<file path="src/rtl/timestamped_register_scheduler_pkg.sv">
// timestamp_pkg: shared timestamp types, edge sense and scheduler states
package timestamp_pkg;
    localparam int TS_WIDTH = 32;
    typedef logic [TS_WIDTH-1:0] time_t;
    typedef enum logic {POSEDGE, NEGEDGE} edge_sense_e;
    typedef enum logic {S_INIT, S_RUN} sched_state_e;
    localparam time_t TIME_ZERO = '0;
endpackage

</file>
<file path="src/rtl/timestamped_register_scheduler_if.sv">
// timestamped_register_scheduler_if: clock/data input streams and q output stream
interface timestamped_register_scheduler_if #(
    parameter int DATA_WIDTH = 8,
    parameter int TIME_WIDTH = 32
);
    logic                  clk_valid;
    logic                  clk_ready;
    logic [TIME_WIDTH-1:0] clk_time;
    logic                  clk_value;
    logic                  d_valid;
    logic                  d_ready;
    logic [TIME_WIDTH-1:0] d_time;
    logic [DATA_WIDTH-1:0] d_data;
    logic                  q_valid;
    logic                  q_ready;
    logic [TIME_WIDTH-1:0] q_time;
    logic [DATA_WIDTH-1:0] q_data;
    logic                  order_error;
    modport master (
        output clk_valid, clk_time, clk_value, d_valid, d_time, d_data, q_ready,
        input  clk_ready, d_ready, q_valid, q_time, q_data, order_error
    );
    modport slave (
        input  clk_valid, clk_time, clk_value, d_valid, d_time, d_data, q_ready,
        output clk_ready, d_ready, q_valid, q_time, q_data, order_error
    );
endinterface

</file>
<file path="src/rtl/timestamped_register_scheduler_token_head_select.sv">
// token_head_select: picks the earlier of the two stream heads, clock wins ties
module token_head_select #(
    parameter int TIME_WIDTH = 32
) (
    input  logic [TIME_WIDTH-1:0] clk_time,
    input  logic [TIME_WIDTH-1:0] d_time,
    output logic                  sel_clk,
    output logic [TIME_WIDTH-1:0] sel_time
);
    assign sel_clk  = clk_time <= d_time;
    assign sel_time = sel_clk ? clk_time : d_time;
endmodule

</file>
<file path="src/rtl/timestamped_register_scheduler.sv">
// timestamped_register_scheduler: host-clocked model of one edge-triggered register on timestamped streams
module timestamped_register_scheduler
    import timestamp_pkg::*;
#(
    parameter int                    DATA_WIDTH = 8,
    parameter int                    TIME_WIDTH = 32,
    parameter string                 EDGE_SENSE = "POSEDGE",
    parameter logic [DATA_WIDTH-1:0] INIT_VALUE = '0
) (
    input logic clock,
    input logic reset,
    timestamped_register_scheduler_if.slave bus
);
    localparam edge_sense_e SENSE = (EDGE_SENSE == "NEGEDGE") ? NEGEDGE : POSEDGE;
    sched_state_e          state;
    logic                  clk_level;
    logic [DATA_WIDTH-1:0] d_cur;
    logic [DATA_WIDTH-1:0] q_cur;
    logic [TIME_WIDTH-1:0] last_time;
    logic                  q_valid;
    logic [TIME_WIDTH-1:0] q_time;
    logic [DATA_WIDTH-1:0] q_data;
    logic                  order_error;
    logic                  sel_clk;
    logic [TIME_WIDTH-1:0] sel_time;
    logic                  go;
    logic                  active;

    token_head_select #(.TIME_WIDTH(TIME_WIDTH)) u_head (
        .clk_time(bus.clk_time),
        .d_time  (bus.d_time),
        .sel_clk (sel_clk),
        .sel_time(sel_time)
    );

    // Only advance when both heads are known, so the earliest event is certain
    assign go            = state == S_RUN && bus.clk_valid && bus.d_valid && !(q_valid && !bus.q_ready);
    assign bus.clk_ready = go && sel_clk;
    assign bus.d_ready   = go && !sel_clk;
    assign active        = (SENSE == POSEDGE) ? (!clk_level && bus.clk_value) : (clk_level && !bus.clk_value);
    assign bus.q_valid     = q_valid;
    assign bus.q_time      = q_time;
    assign bus.q_data      = q_data;
    assign bus.order_error = order_error;

    // Init token emission, then one event per cycle with capture and order tracking
    always_ff @(posedge clock or negedge reset) begin
        if (!reset) begin
            state       <= S_INIT;
            clk_level   <= 1'b0;
            d_cur       <= INIT_VALUE;
            q_cur       <= INIT_VALUE;
            last_time   <= TIME_WIDTH'(TIME_ZERO);
            q_valid     <= 1'b0;
            q_time      <= TIME_WIDTH'(TIME_ZERO);
            q_data      <= INIT_VALUE;
            order_error <= 1'b0;
        end else if (state == S_INIT) begin
            q_valid <= 1'b1;
            if (q_valid && bus.q_ready) begin
                q_valid <= 1'b0;
                state   <= S_RUN;
            end
        end else begin
            if (q_valid && bus.q_ready) q_valid <= 1'b0;
            if (bus.clk_ready) begin
                clk_level <= bus.clk_value;
                if (active && d_cur != q_cur) begin
                    q_cur   <= d_cur;
                    q_valid <= 1'b1;
                    q_time  <= bus.clk_time;
                    q_data  <= d_cur;
                end
            end
            if (bus.d_ready) d_cur <= bus.d_data;
            if (go) begin
                if (sel_time < last_time) order_error <= 1'b1;
                last_time <= sel_time;
            end
        end
    end
endmodule

</file>
<file path="src/flat_wrapper.sv">
// flat-port wrapper written by rule: the top's interface ports become plain ports
module timestamped_register_scheduler_flat import timestamp_pkg::*;
#(
    parameter int                    DATA_WIDTH = 8,
    parameter int                    TIME_WIDTH = 32,
    parameter string                 EDGE_SENSE = "       ",
    parameter logic [DATA_WIDTH-1:0] INIT_VALUE = '0
)
  (clock, reset, bus_clk_valid, bus_clk_time, bus_clk_value, bus_d_valid, bus_d_time, bus_d_data, bus_q_ready, bus_clk_ready, bus_d_ready, bus_q_valid, bus_q_time, bus_q_data, bus_order_error);
  timestamped_register_scheduler_if #(.DATA_WIDTH(DATA_WIDTH), .TIME_WIDTH(TIME_WIDTH)) bus_i ();
  input logic clock;
  input logic reset;
  input wire logic [$bits(bus_i.clk_valid)-1:0] bus_clk_valid;
  input wire logic [$bits(bus_i.clk_time)-1:0] bus_clk_time;
  input wire logic [$bits(bus_i.clk_value)-1:0] bus_clk_value;
  input wire logic [$bits(bus_i.d_valid)-1:0] bus_d_valid;
  input wire logic [$bits(bus_i.d_time)-1:0] bus_d_time;
  input wire logic [$bits(bus_i.d_data)-1:0] bus_d_data;
  input wire logic [$bits(bus_i.q_ready)-1:0] bus_q_ready;
  output wire logic [$bits(bus_i.clk_ready)-1:0] bus_clk_ready;
  output wire logic [$bits(bus_i.d_ready)-1:0] bus_d_ready;
  output wire logic [$bits(bus_i.q_valid)-1:0] bus_q_valid;
  output wire logic [$bits(bus_i.q_time)-1:0] bus_q_time;
  output wire logic [$bits(bus_i.q_data)-1:0] bus_q_data;
  output wire logic [$bits(bus_i.order_error)-1:0] bus_order_error;
  assign bus_i.clk_valid = bus_clk_valid;
  assign bus_i.clk_time = bus_clk_time;
  assign bus_i.clk_value = bus_clk_value;
  assign bus_i.d_valid = bus_d_valid;
  assign bus_i.d_time = bus_d_time;
  assign bus_i.d_data = bus_d_data;
  assign bus_i.q_ready = bus_q_ready;
  assign bus_clk_ready = bus_i.clk_ready;
  assign bus_d_ready = bus_i.d_ready;
  assign bus_q_valid = bus_i.q_valid;
  assign bus_q_time = bus_i.q_time;
  assign bus_q_data = bus_i.q_data;
  assign bus_order_error = bus_i.order_error;
  timestamped_register_scheduler #(.DATA_WIDTH(DATA_WIDTH), .TIME_WIDTH(TIME_WIDTH), .EDGE_SENSE(EDGE_SENSE), .INIT_VALUE(INIT_VALUE)) u_core (.clock(clock), .reset(reset), .bus(bus_i));
endmodule
</file>
<file path="config.mk">
export PLATFORM = sky130hd
export DESIGN_NAME = timestamped_register_scheduler_flat
export DESIGN_NICKNAME = d
export VERILOG_FILES = /design/src/rtl/timestamped_register_scheduler_pkg.sv /design/src/rtl/timestamped_register_scheduler_if.sv /design/src/rtl/timestamped_register_scheduler_token_head_select.sv /design/src/rtl/timestamped_register_scheduler.sv /design/src/flat_wrapper.sv
export SDC_FILE = /design/constraint.sdc
export NUM_CORES = 1
export LEC_CHECK = 0
export CAP_MARGIN = 20
export CORE_ASPECT_RATIO = 1.2
export CORE_UTILIZATION = 30
export CTS_CLUSTER_SIZE = 20
export DETAILED_ROUTE_END_ITERATION = 6
export GPL_TIMING_DRIVEN = 1
export PLACE_DENSITY = 0.53
export SKIP_CTS_REPAIR_TIMING = 1
export SLEW_MARGIN = 10
export SYNTH_ARGS = -nofsm -noshare
export SYNTH_HDL_FRONTEND = slang
export SYNTH_SLANG_ARGS = --single-unit
</file>
<file path="constraint.sdc">
create_clock -name clock -period 4.2 [get_ports clock]
set_input_delay 1.26 -clock clock [delete_from_list [all_inputs] [get_ports clock]]
set_output_delay 1.26 -clock clock [all_outputs]
set_load 0.03 [all_outputs]
</file>
==> impl_metrics.prom <==
# TYPE chip_impl_metric gauge
chip_impl_info{name="status",value="finished, violations left"} 1
chip_impl_info{name="violations",value="setup timing"} 1
chip_impl_metric{name="grt_max_degree",unit=""} 66
chip_impl_metric{name="synthesis.nets",unit=""} 605
chip_impl_metric{name="clock_sink_count",unit=""} 84
chip_impl_metric{name="hold_slack",unit="ps"} 479
chip_impl_metric{name="timing.max_slew.rel_slack",unit=""} 0.411
chip_impl_metric{name="worst_path_maximum_fanout",unit=""} 5
chip_impl_metric{name="asyncSetResetFlopFracSynth",unit=""} 1.00
chip_impl_info{name="dominantRegCellSynth",value="sky130_fd_sc_hd__dfrtp_1"} 1
chip_impl_metric{name="dieHeight",unit="um"} 151
chip_impl_metric{name="synthXorXnorAreaFrac",unit=""} 0.0126
chip_impl_metric{name="nNetsFinal",unit=""} 812
chip_impl_metric{name="area_share_of_and_or_nand_nor_cells_after_synthesis",unit=""} 0.0593
chip_impl_info{name="final_cell_mix",value="84 x sky130_fd_sc_hd__dfrtp_1, 80 x sky130_fd_sc_hd__buf_4, 69 x sky130_fd_sc_hd__mux2_4"} 1
chip_impl_metric{name="max_stage_delay",unit="ps"} 500
chip_impl_metric{name="io_pins",unit=""} 122
chip_impl_metric{name="final_number_of_hold_violating_endpoints",unit=""} 0
chip_impl_metric{name="floorplan.initialDensity",unit=""} 0.306
chip_impl_metric{name="io_buffer_count",unit=""} 121
chip_impl_metric{name="detail_route.iter0.violations",unit=""} 116
chip_impl_info{name="timing.critical_path.mode_cell",value="sky130_fd_sc_hd__nand4_1"} 1
chip_impl_metric{name="post_synth_fa_ha_maj_area_fraction",unit=""} 0.142
chip_impl_metric{name="synth.cell_area",unit="um^2"} 5570
chip_impl_info{name="crit_path_cell_trace",value="buf_8 -> inv_4 -> ha_4 -> buf_6 -> nand4_1 -> a2111o_1 -> a31oi_4 -> o21ai_4 -> buf_12 -> mux2_4 -> ha_4 -> nand4_1 -> nor2_1 -> nand4_1 -> or3_4 -> a2111o_1 -> o211ai_1 -> o41ai_2"} 1
chip_impl_info{name="cp-startpoint",value="bus_d_time[5]"} 1
chip_impl_metric{name="power_density",unit="nW/um^2"} 492
chip_impl_info{name="rsz0062_at_grt",value="true"} 1
chip_impl_metric{name="synth_cells",unit=""} 464
chip_impl_metric{name="drtAntennaViolNets",unit=""} 0
chip_impl_metric{name="synth-edff-count",unit=""} 0
chip_impl_info{name="worstSetupPathType",value="primary input to register"} 1
chip_impl_metric{name="routabilityCongestion",unit=""} 0.793
chip_impl_metric{name="design.die.area",unit="um^2"} 19100
chip_impl_info{name="cp-start-kind",value="primary input"} 1
chip_impl_metric{name="max_freq",unit="MHz"} 211
chip_impl_metric{name="setup_slack",unit="ps"} -529
chip_impl_metric{name="routed_wl",unit="um"} 14500
chip_impl_info{name="worst_r2r_startpoint",value="u_core.last_time[27]"} 1
chip_impl_metric{name="yosys_warn_count",unit=""} 0
chip_impl_metric{name="clock_insertion_delay_worst_skew",unit="ps"} 340
chip_impl_metric{name="core_area",unit="um^2"} 18200
chip_impl_metric{name="part_of_the_yosys_area_used_for_sequential_elements",unit=""} 0.377
chip_impl_metric{name="drive_gt1_frac",unit=""} 0.510
chip_impl_metric{name="number_of_h_tree_levels",unit=""} 3
chip_impl_metric{name="row_count",unit=""} 54
chip_impl_info{name="timing.hold.worst.start",value="u_core.state"} 1
chip_impl_metric{name="overflow",unit=""} 0
chip_impl_metric{name="diodes",unit=""} 0
chip_impl_metric{name="tightestPinTransition",unit="ps"} 883
chip_impl_metric{name="areaGrowthSynthToFinish",unit="%"} 52.1
chip_impl_metric{name="vias_in_the_first_global_route",unit=""} 4579
chip_impl_metric{name="cts_max_path_buffers",unit=""} 2
chip_impl_metric{name="place.detailed.hpwl",unit="um"} 11000
chip_impl_metric{name="synth.area.mux_share",unit=""} 0.271
chip_impl_info{name="tritoncts",value="built"} 1
chip_impl_metric{name="fill_cells",unit=""} 1680
chip_impl_metric{name="period_minus_ws_final",unit="ps"} 4730
chip_impl_metric{name="synth_compound_gate_area_share",unit=""} 0.0755
chip_impl_metric{name="antenna_found_initial",unit=""} 0
chip_impl_info{name="synth_top_family_by_area",value="multiplexers"} 1
chip_impl_metric{name="worstPathArrival",unit="ps"} 4940
chip_impl_info{name="holdCritPathClass",value="register to register"} 1
chip_impl_info{name="crit_path_top_delay_cell",value="sky130_fd_sc_hd__a2111o_1"} 1
chip_impl_metric{name="clock-skew-final",unit="ps"} 6.92
chip_impl_metric{name="postSynthRegisterBits",unit=""} 84
chip_impl_info{name="timing.critical_path.to_type",value="register"} 1
chip_impl_metric{name="drv_slew",unit=""} 0
chip_impl_metric{name="numCtsBuffers",unit=""} 9
chip_impl_metric{name="post_drt_wl_per_cell",unit="um"} 16.1
chip_impl_metric{name="finalCritPeriodShare",unit=""} 1.13
chip_impl_metric{name="cp.required",unit="ps"} 4420
chip_impl_info{name="final_common_cell",value="sky130_fd_sc_hd__dfrtp_1"} 1
chip_impl_metric{name="floorplan.die.width",unit="um"} 126
chip_impl_metric{name="grt_first_pass_wirelength",unit="um"} 23000
chip_impl_metric{name="num_vias",unit=""} 4216
chip_impl_metric{name="final-setup-viol-count",unit=""} 3
chip_impl_metric{name="ys_types",unit=""} 42
chip_impl_metric{name="grtUsageTotal",unit=""} 0.156
chip_impl_metric{name="timing.max_cap.violations",unit=""} 0
chip_impl_metric{name="power",unit="W"} 0.00417
chip_impl_info{name="cts-root-buf",value="sky130_fd_sc_hd__clkbuf_16"} 1
chip_impl_metric{name="drtPass1Iterations",unit=""} 4
chip_impl_metric{name="clk_pin_slew_worst_paths",unit="ps"} 60
chip_impl_metric{name="route.detailed.vias_per_inst",unit=""} 4.69
chip_impl_metric{name="syn_area_per_cell",unit="um^2"} 12.0
chip_impl_metric{name="remaining_drc_errors",unit=""} 0
chip_impl_metric{name="vdd_ir_drop_max",unit="V"} 0.000231
chip_impl_metric{name="power.static_leakage",unit="nW"} 4.16
-- cell families after synthesis --
group / count (synthesis)
fa+ha+maj: 63
xor+xnor: 8
simple gates: 60
compound gates: 61
mux: 111
flops: 84
buf+inv: 77
-- power breakdown --
group / internal [W] / total, W / switching (W)
Combinational: 0.00113 / 0.00210 / 0.000973
Clock: 0.000413 / 0.000741 / 0.000329
Sequential: 0.00113 / 0.00133 / 0.000203
-- cell usage after synthesis, drive strengths merged (8+ instances only) --
cell type / n / area [um^2]
inv: 65 / 244
ha: 63 / 788
o21ai: 9 / 56.3
dfrtp: 84 / 2100
a21o: 10 / 75.1
xor2: 8 / 70.1
mux2: 111 / 1510
buf: 9 / 95.1
a21oi: 23 / 115
nor2: 15 / 56.3
nand2: 14 / 52.6
nand4: 12 / 87.6
-- routing by layer --
layer	up-vias	global-route usage	wire (um)
met5	-	0	0
met4	0	0.0723	319
met3	21	0.0233	397
met2	79	0.291	7720
met1	2063	0.176	6070
li1	2053	-	-
-- state kept, by name, summed over array words and instances (netlist names) --
name                    cells
u_core.bus.q_valid          1
u_core.bus.q_time          32
u_core.d_cur                8
u_core.state                1
u_core.q_cur                8
u_core.clk_level            1
u_core.bus.order_error      1
u_core.last_time           32
-- through the flow --
stage	setup TNS (ps)	setup WS, ps	util	std cells	cell area (um^2)
floorplan	-264	-264	-	464	5740
global placement	-10010	-1220	0.426	872	7750
detailed placement	-13240	-1310	0.426	872	7750
CTS	-2880	-1020	0.441	887	8020
global route	-1820	-680	0.466	899	8470
finish	-1500	-529	0.466	899	8470
-- cell type report --
type / count / area, um^2 / share of cell area
clock inverters: 4 / 26.3 / 0.00310
well taps: 224 / 280 / 0.0331
inverters: 65 / 249 / 0.0294
clock buffers: 11 / 243 / 0.0286
flip-flops and latches: 84 / 2100 / 0.248
multi-input cells: 303 / 3680 / 0.435
repair buffers: 208 / 1890 / 0.223
-- final timing paths --
check                                          to  slack (ps)  cells after the start
max                        u_core.bus.order_error        -530                     18
min in group asynchronous   u_core.bus.q_time[19]        1020                      1
max in group asynchronous    u_core.bus.q_time[4]        2450                      2
max reg2reg                u_core.bus.order_error        1910                      9
min reg2reg                          u_core.state         480                      1
min                                  u_core.state         480                      1
-- critical path, delay by kind of cell --
family | cells | cell delay, ps
AO/OA/AOI/OAI | 6 | 1540
AND/OR/NAND/NOR | 5 | 970
adder cells (fa/ha/maj) | 2 | 530
buffers and inverters | 4 | 350
multiplexers | 1 | 310
Power figures use the tool's default switching activity.
